--- src/rtl/cu_pkg.sv ---
// cu_pkg: opcodes, instruction layout and sequencer states shared by the compute-unit sequencer
package cu_pkg;
    typedef enum logic [3:0] {
        OP_NOP  = 4'h0,
        OP_LOAD = 4'h1,
        OP_ADD  = 4'h2,
        OP_SUB  = 4'h3,
        OP_AND  = 4'h4,
        OP_OR   = 4'h5,
        OP_NOT  = 4'h6,
        OP_XOR  = 4'h7,
        OP_HALT = 4'hF
    } opcode_t;
    typedef struct packed {
        logic [3:0] op;
        logic [3:0] tgt;
        logic [3:0] src0;
        logic [3:0] src1;
    } instr_t;
    typedef enum logic [2:0] {S_IDLE, S_FETCH, S_ISSUE, S_WAIT, S_HOLD, S_DONE} seq_state_t;
    function automatic logic [7:0] imm_of(input instr_t i);
        return {i.src0, i.src1};
    endfunction
endpackage

--- src/rtl/cu_prog_buf.sv ---
// cu_prog_buf: program store assembling byte pairs into 16-bit words
//   load_en_i/byte_i/byte_valid_i : high byte first, low byte completes the word
//   rd_addr_i/rd_data_o          : asynchronous read of one slot
//   prog_len_o/overflow_o        : words stored; sticky flag for a word dropped while full
module cu_prog_buf #(
    parameter int DEPTH = 8,
    parameter int AW    = 3
) (
    input  logic          clk,
    input  logic          rstn,
    input  logic          load_en_i,
    input  logic [7:0]    byte_i,
    input  logic          byte_valid_i,
    input  logic [AW-1:0] rd_addr_i,
    output logic [15:0]   rd_data_o,
    output logic [AW:0]   prog_len_o,
    output logic          overflow_o
);
    logic [15:0] mem_q [DEPTH];
    logic [7:0]  hi_q;
    logic        tog_q;
    logic [AW:0] len_q;
    logic        ovf_q;
    logic        word_done, full;
    assign word_done = load_en_i && byte_valid_i && tog_q;
    assign full      = len_q == (AW+1)'(DEPTH);
    // leaving load mode drops the toggle, discarding a half-assembled word
    always_ff @(posedge clk) begin
        if (!rstn) begin
            tog_q <= 1'b0;
            len_q <= '0;
            ovf_q <= 1'b0;
        end else begin
            tog_q <= load_en_i && (tog_q ^ byte_valid_i);
            if (word_done && !full) len_q <= len_q + 1'b1;
            if (word_done && full) ovf_q <= 1'b1;
        end
    end
    // storage is never cleared; prog_len alone defines the valid contents
    always_ff @(posedge clk) begin
        if (load_en_i && byte_valid_i && !tog_q) hi_q <= byte_i;
        if (word_done && !full) mem_q[len_q[AW-1:0]] <= {hi_q, byte_i};
    end
    assign rd_data_o  = mem_q[rd_addr_i];
    assign prog_len_o = len_q;
    assign overflow_o = ovf_q;
endmodule

--- src/rtl/cu_sequencer.sv ---
// cu_sequencer: loads a byte-serial program and issues it word by word to the compute unit
//   load    : load_mode, byte_in, byte_valid -> prog_len, overflow
//   control : start, step_mode, step -> busy, done, pc
//   unit    : cu_instr, cu_en out; cu_data, cu_data_valid, cu_reg_id in -> result, result_reg, result_valid
module cu_sequencer import cu_pkg::*; #(
    parameter int DEPTH       = 8,
    parameter int AW          = 3,
    parameter int WAIT_CYCLES = 2
) (
    input  logic          clk,
    input  logic          rstn,
    input  logic          load_mode,
    input  logic [7:0]    byte_in,
    input  logic          byte_valid,
    input  logic          start,
    input  logic          step_mode,
    input  logic          step,
    output logic [15:0]   cu_instr,
    output logic          cu_en,
    input  logic [7:0]    cu_data,
    input  logic          cu_data_valid,
    input  logic [3:0]    cu_reg_id,
    output logic [7:0]    result,
    output logic [3:0]    result_reg,
    output logic          result_valid,
    output logic [AW-1:0] pc,
    output logic [AW:0]   prog_len,
    output logic          busy,
    output logic          done,
    output logic          overflow
);
    localparam int CW = $clog2(WAIT_CYCLES + 1);
    seq_state_t    state_q, state_d;
    logic [AW-1:0] pc_q, pc_d;
    logic [15:0]   instr_q, instr_d;
    logic [CW-1:0] cnt_q, cnt_d;
    logic [7:0]    res_q, res_d;
    logic [3:0]    reg_q, reg_d;
    logic          rv_q, rv_d;
    logic [15:0]   rd_data;
    instr_t        fetched;
    logic          adv, last;
    cu_prog_buf #(.DEPTH(DEPTH), .AW(AW)) u_buf (
        .clk          (clk),
        .rstn         (rstn),
        .load_en_i    (state_q == S_IDLE && load_mode),
        .byte_i       (byte_in),
        .byte_valid_i (byte_valid),
        .rd_addr_i    (pc_q),
        .rd_data_o    (rd_data),
        .prog_len_o   (prog_len),
        .overflow_o   (overflow)
    );
    assign fetched = rd_data;
    assign last    = {1'b0, pc_q} == prog_len - 1'b1;
    always_ff @(posedge clk) begin
        if (!rstn) begin
            state_q <= S_IDLE;
            pc_q    <= '0;
            instr_q <= '0;
            cnt_q   <= '0;
            res_q   <= '0;
            reg_q   <= '0;
            rv_q    <= 1'b0;
        end else begin
            state_q <= state_d;
            pc_q    <= pc_d;
            instr_q <= instr_d;
            cnt_q   <= cnt_d;
            res_q   <= res_d;
            reg_q   <= reg_d;
            rv_q    <= rv_d;
        end
    end
    always_comb begin
        state_d = state_q;
        pc_d    = pc_q;
        instr_d = instr_q;
        cnt_d   = cnt_q;
        res_d   = res_q;
        reg_d   = reg_q;
        rv_d    = 1'b0;
        adv     = 1'b0;
        case (state_q)
            S_IDLE: if (start && !load_mode) begin
                pc_d    = '0;
                state_d = prog_len == '0 ? S_DONE : S_FETCH;
            end
            S_FETCH: begin
                instr_d = rd_data;
                state_d = fetched.op == OP_HALT ? S_DONE : S_ISSUE;
            end
            S_ISSUE: begin
                cnt_d   = '0;
                state_d = S_WAIT;
            end
            S_WAIT: begin
                cnt_d = cnt_q + 1'b1;
                if (cu_data_valid) begin
                    res_d = cu_data;
                    reg_d = cu_reg_id;
                    rv_d  = 1'b1;
                end
                // no response within the window is treated as a NOP
                adv = cu_data_valid || cnt_q == CW'(WAIT_CYCLES - 1);
            end
            S_HOLD: if (step) state_d = S_FETCH;
            default: state_d = S_IDLE;
        endcase
        if (adv) begin
            if (last) begin
                state_d = S_DONE;
            end else begin
                pc_d    = pc_q + 1'b1;
                state_d = step_mode ? S_HOLD : S_FETCH;
            end
        end
    end
    assign cu_instr     = instr_q;
    assign cu_en        = state_q == S_ISSUE;
    assign result       = res_q;
    assign result_reg   = reg_q;
    assign result_valid = rv_q;
    assign pc           = pc_q;
    assign busy         = state_q != S_IDLE;
    assign done         = state_q == S_DONE;
endmodule

--- config.mk ---
export PLATFORM = sky130hd
export DESIGN_NAME = cu_sequencer
export DESIGN_NICKNAME = d
export VERILOG_FILES = /design/src/rtl/cu_pkg.sv /design/src/rtl/cu_prog_buf.sv /design/src/rtl/cu_sequencer.sv
export SDC_FILE = /design/constraint.sdc
export NUM_CORES = 1
export LEC_CHECK = 0
export BUFFER_PORTS_ARGS = -buffer_cell sky130_fd_sc_hd__clkbuf_2
export CAP_MARGIN = 20
export CORE_ASPECT_RATIO = 2
export CORE_MARGIN = 4
export CORE_UTILIZATION = 41
export CTS_CLUSTER_SIZE = 24
export DETAILED_ROUTE_END_ITERATION = 12
export HOLD_SLACK_MARGIN = 0.02
export SLEW_MARGIN = 20
export SYNTH_ARGS = -nofsm -noshare
export SYNTH_HDL_FRONTEND = slang
export SYNTH_SLANG_ARGS = --single-unit
--- constraint.sdc ---
create_clock -name clk -period 4.1 [get_ports clk]
set_clock_uncertainty 0.15 [all_clocks]
set_input_delay 0.615 -clock clk [delete_from_list [all_inputs] [get_ports clk]]
set_output_delay 0.615 -clock clk [all_outputs]
set_load 0.02 [all_outputs]
* Word level (Yosys, flattened, before mapping) *
Memory sizes are Yosys's and may differ from the RTL's. A register that Yosys moved wholly into a read port is not among the register bits.
Index checks and enable logic that the tools add are counted.

storage, ports and cells
  output and inout port bits = 40
  bits in registers = 51
  bits of input ports = 28
  RAM bits = 128
  word-level logic and storage cells = 66
  memories kept = 1

operators by class
  bitwise gates (word level) = 1
  equality and inequality tests = 12
  add/subtract/negate cells = 4
  muxes and demuxes = 18
  reductions and logical operators = 19

memory list
  memory       words  bits a word  read ports  clocked after Yosys merged registers in  write ports  RTL line           text
  u_buf.mem_q  8      16           1           1                                        1            cu_prog_buf.sv:19  logic [15:0] mem_q [DEPTH];

operators by type and width
  operator               count
  $mux W3                12
  $pmux W3 S5            1
  $eq A4 B4 Y1 const B   2
  $logic_and A1 B1 Y1    8
  $eq A3 B2 Y1 const B   2
  $eq A3 B3 Y1 const B   2
  $add A4 B1 Y4 const B  1
  $eq A3 B4 Y1           1
  $logic_not A4 Y1       1
  $mux W1                4
  $pmux W2 S2            1
  $reduce_and A2 Y1      2
  $sub A4 B1 Y4 const B  1
  $add A3 B1 Y3 const B  1
  $eq A3 B1 Y1 const B   1
  $logic_not A1 Y1       3
  $logic_not A3 Y1       1
  $ne A3 B2 Y1 const B   1
  $ne A3 B3 Y1 const B   1
  $reduce_and A3 Y1      1
  $reduce_bool A3 Y1     1
  $add A2 B1 Y2 const B  1
  $eq A2 B1 Y1 const B   1
  $ne A2 B2 Y1 const B   1
  other kinds (3)        3

* Longest topological paths before layout *
Gate-level depths: netlist (run 1).

  depth after elaboration = 7
  mapped depth = 7
  mapped depth without buffers = 7

* By module *
Synthesis (run 1) repeated with hierarchy kept, for this count alone.

unflattened totals
  cells, all modules = 441
  area total of the unflattened synthesis = 7159.4 sq um

modules (own cells, without submodules)
  module        cells an instance  instances  area each (sq um)  seq. area each (sq um)
  cu_prog_buf   238                1          5496.5             4204.0
  cu_sequencer  203                1          1662.8             740.7

* Worst setup path after synthesis (run 1) *
No wires, ideal clock.

  kind = reg2reg
  start = reg state_q[1]
  end = mem u_buf.mem_q[0][0] (enable)
  library setup time = 0.409 ns
  cell stages (with the launch flop) = 6
  period minus slack after synthesis = 3.020 ns
  data arrival time = 2.460 ns
  slack = 1.080 ns
  buffers on the path = 1
  data required time = 3.541 ns
  cell sequence = dfxtp_1 buf_2 nor3_1 and3_1 nand2_1 nor3_1

between the ends
  longest elaborated chain between the ends = 7

RTL lines
  item                              RTL line            text
  start: declaration                cu_sequencer.sv:33  seq_state_t state_q, state_d;
  start signal: assignment          cu_sequencer.sv:66  state_q <= state_d;
  $logic_not A3 Y1                  cu_sequencer.sv:46  .load_en_i (state_q == S_IDLE && load_mode),
  $logic_and A1 B1 Y1               cu_sequencer.sv:46
  $logic_and A1 B1 Y1 (2 in a row)  cu_prog_buf.sv:25   assign word_done = load_en_i && byte_valid_i && tog_q;
  $logic_and A1 B1 Y1               cu_prog_buf.sv:42   if (word_done && !full) mem_q[len_q[AW-1:0]] <= {hi_q, byte_i};
  $mux W1                           cu_prog_buf.sv:42
  $mux W1 (implied by the code)     cu_prog_buf.sv:42
  end: declaration                  cu_prog_buf.sv:19

No other way between the ends.

* Final worst setup path (run 1) *
  start = reg pc_q[1], in the netlist pc[1]
  end = out pc[1]

RTL lines
  item                      RTL line            text
  start: declaration        cu_sequencer.sv:34  logic [AW-1:0] pc_q, pc_d;
  start signal: assignment  cu_sequencer.sv:67  pc_q <= pc_d;
  end: declaration          cu_sequencer.sv:26  output logic [AW-1:0] pc,

No word-level cell between the ends.

==> results of run 1 <==
## metal layers
layer | vias up | routed length, µm
met5 | - | 0
met4 | 0 | 252
met3 | 19 | 606
met2 | 88 | 8040
met1 | 1942 | 5590
li1 | 1786 | -
## synthesized netlist by cell type, drive strengths merged (2+ instances only)
cell type / instances
a21boi: 15
a31oi: 2
and2: 5
and3: 3
buf: 9
clkbuf: 15
dfxtp: 43
edfxtp: 136
ha: 4
inv: 5
mux2i: 19
mux4: 32
nand2: 52
nand2b: 4
nand3: 4
nand3b: 4
nand4: 2
nor2: 16
nor2b: 5
nor3: 5
nor3b: 2
o211a: 16
o21a: 2
o21ai: 6
xnor2: 3
xor2: 2
## area by class of cell
| class | instances | area share, % |
|---|---|---|
| flip-flops and latches | 179 | 59.8 |
| multi-input cells | 215 | 23.7 |
| well taps | 207 | 3.13 |
| clock buffers | 18 | 5.19 |
| inverters | 5 | 0.227 |
| repair buffers | 80 | 5.39 |
| clock inverters | 14 | 2.54 |
## stage by stage
stage                     area, µm²  setup slack, ns  instances
after CTS                      8270             1.35        718
after global placement         7630             1.51        686
final                          8270             1.40        718
after detailed placement       7630             1.46        686
after global routing           8270             1.29        718
after floorplan                7040             1.08        423
## logic make-up (layout without fill, tap and decap cells)
group                    Yosys count  count (layout)  synth area share, %
buffers and inverters             29             117                 2.13
AO/OA/AOI/OAI                     46              46                 5.28
flip-flops                       179             179                 70.2
AND/OR/NAND/NOR                  109             109                 7.57
multiplexers                      51              51                 13.5
XOR/XNOR                           5               5                0.622
adder cells (fa/ha/maj)            4               4                0.711
## power groups by stage
| stage | clock network (mW) | logic (mW) | registers [mW] |
|---|---|---|---|
| final | 1.73 | 0.565 | 2.16 |
| after global routing | 1.85 | 0.626 | 2.18 |
| after CTS | 1.77 | 0.578 | 2.16 |
| after detailed placement | 0 | 0.576 | 2.20 |
| after global placement | 0 | 0.571 | 2.20 |
| after floorplan | 0 | 0.338 | 2.22 |
## path summary, 6_finish.rpt
| path | startpoint | endpoint | slack, ns | cells after the start |
|---|---|---|---|---|
| worst max-delay path | pc[1]$_SDFF_PN0_ | pc[1] | 1.40 | 2 |
| worst max register to register | pc[0]$_SDFF_PN0_ | state_q[0]$_SDFFE_PN0P_ | 1.52 | 5 |
| worst min-delay path | step_mode | state_q[0]$_SDFFE_PN0P_ | 0.27 | 2 |
| worst min register to register | result[4]$_SDFFE_PN0P_ | result[4]$_SDFFE_PN0P_ | 0.32 | 2 |
==> reports/summary.txt, run 1 <==
GRT Total Usage - 15.8%
Drt first pass iters - 4
H-tree Lvls - 4
Hold WC Path Type - in -> reg
Post-Route Setup TNS - 0 ns
Syn avg cell area - 16.6 µm²
Sw Ratio - 24.6%
Clk slew on worst S/H paths - 0.07 ns
Fmax achieved - 371 MHz
Clk network pwr share - 38.8%
CTS Sinks - 179
Worst Path Arrival - 1.93 ns
Number of synthesized flops with an enable pin - 136
Chip width - 101 µm
Via density - 5.34
Die height - 193 µm
Crit end category - primary output
Slowest cell on crit path - dfxtp_1
Layout cell share with drive strength beyond 1 - 27.2%
Tcrit/Tclk final - 65.8%
Max_slew headroom - 38.9%
CP max stage delay - 0.82 ns
Initial Utilization - 41.8%
Util after Layout - 49.1%
Switch Pwr - 1.09 mW
Crit-path max FO - 20
Clk_lat worst skew - 0.42 ns
Largest delay share family, worst path - flip-flops
Post-Syn Instances - 423
Static Leak - 2.97 nW
Antenna Cells - 0
Reg area - 4950 µm²
Max-Cap Viols - 0
Port Buffers - 67
Area of the multi-input gates - 1960 µm²
Post-DRT Antenna Nets - 0
Post-CTS sizing - 0
Clock Root Buffer - clkbuf_16
Setup violations, final - 0
Critical path, cell by cell - buf_4 -> clkbuf_2
Total power - 4.46 mW
Status - finished, final reports clean
P per Cell Area - 539 nW/µm²
Post-synthesis net count - 455
Library cells used by synthesis - 43
Iteration-0 DRC Markers - 194
Startpoint types - flip-flop
Critical path class - reg -> out
GPL Wtd Cong - 0.765
WP buf/inv - 2
Prevailing post-synth register cell - edfxtp_1
Ports - 68
Core area - 16800 µm²
Yosys Warn Count - 0
Final nets - 530
TritonCTS buffer count - 17
Commonest non-fill, non-tap cell in the layout - edfxtp_1
Mapped cell area - 7040 µm²
Hold WS - 0.271 ns
Tmin final - 2.70 ns
Synthesis-stage register bit count - 179
Post-synthesis sequential area ratio - 70.2%
Remaining DRCs - 0
Final Routed Wirelength - 14.5 mm
M2 GR Usage - 28.7%
Largest net degree at the start of global routing - 45
Remaining Overflow, GRT - 0
Measured slew at the worst slew-check pin - 0.917 ns
Fin. max-slew vios - 0
Wire per inst - 20.2 µm
Clock tree buffer depth - 2
Max reg flops - 128
Cts hold-fix bufs - 0
Via Count - 3835
Pint - 3.36 mW
Post-DP HPWL - 9.50 mm
Area Growth Syn to Fin - 17.4%
Grt peak-use layer - met2
RSZ-0062 raised after global routing - false
Area contributors post-synth - edfxtp_1, dfxtp_1, mux4_2, mux4_1, nand2_1
Yosys top cell area share - 58.0%
Setup Buffers After CTS - 0
# rows - 67
Req. time, crit path - 3.34 ns
Total Die Area - 19500 µm²
Global-route track usage on met3 - 3.79%
Met1 global-route usage - 17.7%
Logic pwr share - 12.7%
Peak VDD IR - 0.000255 V
# fillers - 1444
Commonest non-fill, non-tap cells in the layout - edfxtp_1, clkbuf_2, nand2_1
Antenna violations before repair - 0
Vias in the first global route - 4112
Sequential power share - 48.5%
Post-synthesis cell type with the largest combined area - edfxtp_1
CTS tree - yes
Fraction of registers with async set/reset - 0%
First-pass GRT wire length - 22.9 mm
Final hold violations - 0
Note: power is estimated with default switching activity, not from simulation.
==> run 2: changes to the inputs <==
--- a/config.mk
+++ b/config.mk
@@ -5,6 +5,7 @@
 export SDC_FILE = /design/constraint.sdc
 export NUM_CORES = 1
 export LEC_CHECK = 0
+export ABC_AREA = 1
 export BUFFER_PORTS_ARGS = -buffer_cell sky130_fd_sc_hd__clkbuf_2
 export CAP_MARGIN = 20
 export CORE_ASPECT_RATIO = 2
==> constraint.sdc (replaced) <==
create_clock -name clk -period 2.6 [get_ports clk]
set_clock_uncertainty 0.15 [all_clocks]
set_input_delay 0.39 -clock clk [delete_from_list [all_inputs] [get_ports clk]]
set_output_delay 0.39 -clock clk [all_outputs]
set_load 0.02 [all_outputs]
==> run 2 against run 1 <==
  * Synthesized area is 2.0% higher
  * Cell count up 28%
  * Global-route usage grew 2.5 points
  * Via count is 26% higher
  * Die area rose by 1.8%
  * Count of clock-buffer cells in the layout rose by 9
  * Routed wire length rose by 21%
  * Largest power group unchanged
  * Critical path type is now reg -> reg
  * Sequential share of layout area fell by 0.37 points
  * Critical path depth increased by 6
  * Non-clock buffer count rose by 7
  * Utilization is 0.90 points lower
==> reports/summary.txt, run 2 <==
Status - finished, final reports clean
Core area - 17300 µm² (+2.5%)
Clock Root Buffer - clkbuf_16
Place WS - 0.213 ns (-1.24 ns)
Post-synth top cells - edfxtp_1, nand2_1, nor2_1, o21ai_0, dfxtp_1
Placed cell areas - 7770 µm² (+1.8%)
Final Routed Wirelength - 17.6 mm (+21%)
Area contributors post-synth - edfxtp_1, dfxtp_1, nand2_1, o21ai_0, nor2_1
Final Worst Setup Slack - 0.219 ns (-1.18 ns)
Crit-path max FO - 16 (-20%)
Grt peak-use layer - met2
# rows - 68 (+1.5%)
Chip width - 102 µm (+0.89%)
Post-synthesis net count - 660 (+45%)
H-tree Lvls - 4 (unchanged)
Clock tree buffer depth - 2 (unchanged)
Cts hold-fix bufs - 0 (unchanged)
Tmin final - 2.38 ns
Antenna violations before repair - 0 (unchanged)
Largest net degree at the start of global routing - 71 (+58%)
Critical path class - reg -> reg
Yosys Warn Count - 0 (unchanged)
Final hold violations - 0 (unchanged)
First-pass GRT wire length - 27.0 mm (+18%)
Most common cell in the netlist - edfxtp_1
Global-route track usage on met3 - 3.43% (-0.35 points)
Final nets - 731 (+38%)
Setup violations, final - 0 (unchanged)
Measured slew at the worst slew-check pin - 0.523 ns (-0.394 ns)
Post-DP HPWL - 12.0 mm (+26%)
Commonest non-fill, non-tap cell in the layout - edfxtp_1
Die height - 195 µm (+0.93%)
Post-synthesis sequential area ratio - 68.9% (-1.3 points)
Startpoint types - flip-flop
Clk slew on worst S/H paths - 0.07 ns (about the same)
# fillers - 1557 (+7.8%)
Wire per inst - 19.1 µm (-5.5%)
Post-synthesis cell type with the largest combined area - edfxtp_1
Max reg flops - 128 (unchanged)
TritonCTS buffer count - 17 (unchanged)
Iteration-0 DRC Markers - 223 (+15%)
Remaining DRCs - 0 (unchanged)
P per Cell Area - 814 nW/µm² (+51%)
Library cells used by synthesis - 35 (-19%)
Post-Syn Instances - 628 (+48%)
Via density - 5.25 (-1.7%)
Ports - 68 (unchanged)
GPL Wtd Cong - 0.844 (+10%)
Max_slew headroom - 65.1% (+26 points)
Post-route cell area - 8320 µm² (+0.62%)
Port Buffers - 67 (unchanged)
Static Leak - 3.08 nW (+3.8%)
Number of synthesized flops with an enable pin - 136 (unchanged)
Initial Utilization - 41.6% (-0.22 points)
Prevailing post-synth register cell - edfxtp_1
Area Growth Syn to Fin - 15.9%
Remaining Overflow, GRT - 0 (unchanged)
Tcrit/Tclk final - 91.6%
Vias in the first global route - 4946 (+20%)
Max-Cap Viols - 0 (unchanged)
Via Count - 4840 (+26%)
Crit end category - flip-flop
Fmax achieved - 420 MHz
Total Die Area - 19800 µm² (+1.8%)
Layout cell share with drive strength beyond 1 - 20.1% (-7.1 points)
Setup Buffers After CTS - 0 (unchanged)
Antenna Cells - 0 (unchanged)
Fraction of registers with async set/reset - 0% (unchanged)
Fin. max-slew vios - 0 (unchanged)
Commonest non-fill, non-tap cells in the layout - edfxtp_1, nand2_1, clkbuf_2
M2 GR Usage - 34.5% (+5.9 points)
Clk_lat worst skew - 0.42 ns (about the same)
Yosys top cell area share - 56.9% (-1.1 points)
Post-CTS sizing - 0 (unchanged)
Post-DRT Antenna Nets - 0 (unchanged)
Met1 global-route usage - 18.7% (+0.99 points)
RSZ-0062 raised after global routing - false
CTS Sinks - 179 (unchanged)
Peak VDD IR - 0.000348 V (+37%)
Hold WC Path Type - in -> reg
Drt first pass iters - 7 (+3)
Synthesis-stage register bit count - 179 (unchanged)
Req. time, crit path - 2.54 ns (-0.80 ns)
CTS tree - yes
Mapped cell area - 7180 µm² (+2.0%)
Worst Path Arrival - 2.33 ns (+0.40 ns)
GRT Total Usage - 18.3% (+2.5 points)
Syn avg cell area - 11.4 µm² (-31%)
## run 2: cell count changes after synthesis, sizes merged, moves of 7 or more
cell    change
mux2i      -19
nand2      +41
o211a      -16
o221ai     +17
o21ai      +54
buf        +17
o22ai       +7
nor2       +55
a21oi      +41
a21boi     -15
mux4       -32
nand3      +41
inv        +41
## run 2: where the power goes
part	switching [mW]	internal (mW)	leakage, nW
logic	0.689	0.314	1.23
registers	0.122	3.24	1.57
clock network	0.985	1.42	0.275
## run 2: area by class of cell
cell class	instances	area, µm²	area share (%)
clock inverter	5	51.3	0.616
timing repair buffer	87	498	5.98
sequential	179	4950	59.4
multi-input combinational	368	1880	22.6
tap	210	263	3.16
clock buffer	27	504	6.06
inverter	46	178	2.14
## run 2: layer usage
layer | up-vias | wire length, µm | share of wire [%]
met5 | - | 0 | 0
met4 | 0 | 552 | 3.1
met3 | 26 | 737 | 4.2
met2 | 131 | 10000 | 57
met1 | 2328 | 6280 | 36
li1 | 2355 | - | -
## run 2: critical path: stages, from the launching register on
cell and delay, ns:
dfxtp_1 0.48, inv_1 0.23, ha_1 0.30, nand3_1 0.14, nand2_2 0.12, inv_2 0.07, nand2_1 0.12, nor3_2 0.13
buf_4 0.30
## run 2: cells by family (layout without fill, tap and decap cells)
group,count (synthesis),count (layout),share of synthesized area [%]
xor+xnor,6,6,0.732
flops,179,179,68.9
compound gates,134,134,10.7
simple gates,224,224,13.6
fa+ha+maj,4,4,0.697
buf+inv,81,165,5.40
## run 2: worst paths after layout
path / start / endpoint / slack (ns) / depth (start not counted)
max reg2reg: u_buf.prog_len_o[1]$_SDFFE_PN0P_ / u_buf.mem_q[2][3]$_DFFE_PP_ / 0.22 / 8
max: u_buf.prog_len_o[1]$_SDFFE_PN0P_ / u_buf.mem_q[2][3]$_DFFE_PP_ / 0.22 / 8
min: cu_data[7] / result[7]$_SDFFE_PN0P_ / 0.07 / 3
min reg2reg: result[5]$_SDFFE_PN0P_ / result[5]$_SDFFE_PN0P_ / 0.31 / 2
## run 2: stage by stage
stage,power [mW],hold WS (ns),TNS (ns),util [%],cells
2_1_floorplan,4.05,0.309,-45.64,-,628
4_1_cts,6.83,0.0446,0,48.2,922
3_5_place_dp,4.44,0.307,0,45.0,890
6_report,6.77,0.0653,0,48.2,922
3_3_place_gp,4.41,0.300,0,45.0,890
5_1_grt,7.05,0.0562,0,48.2,922
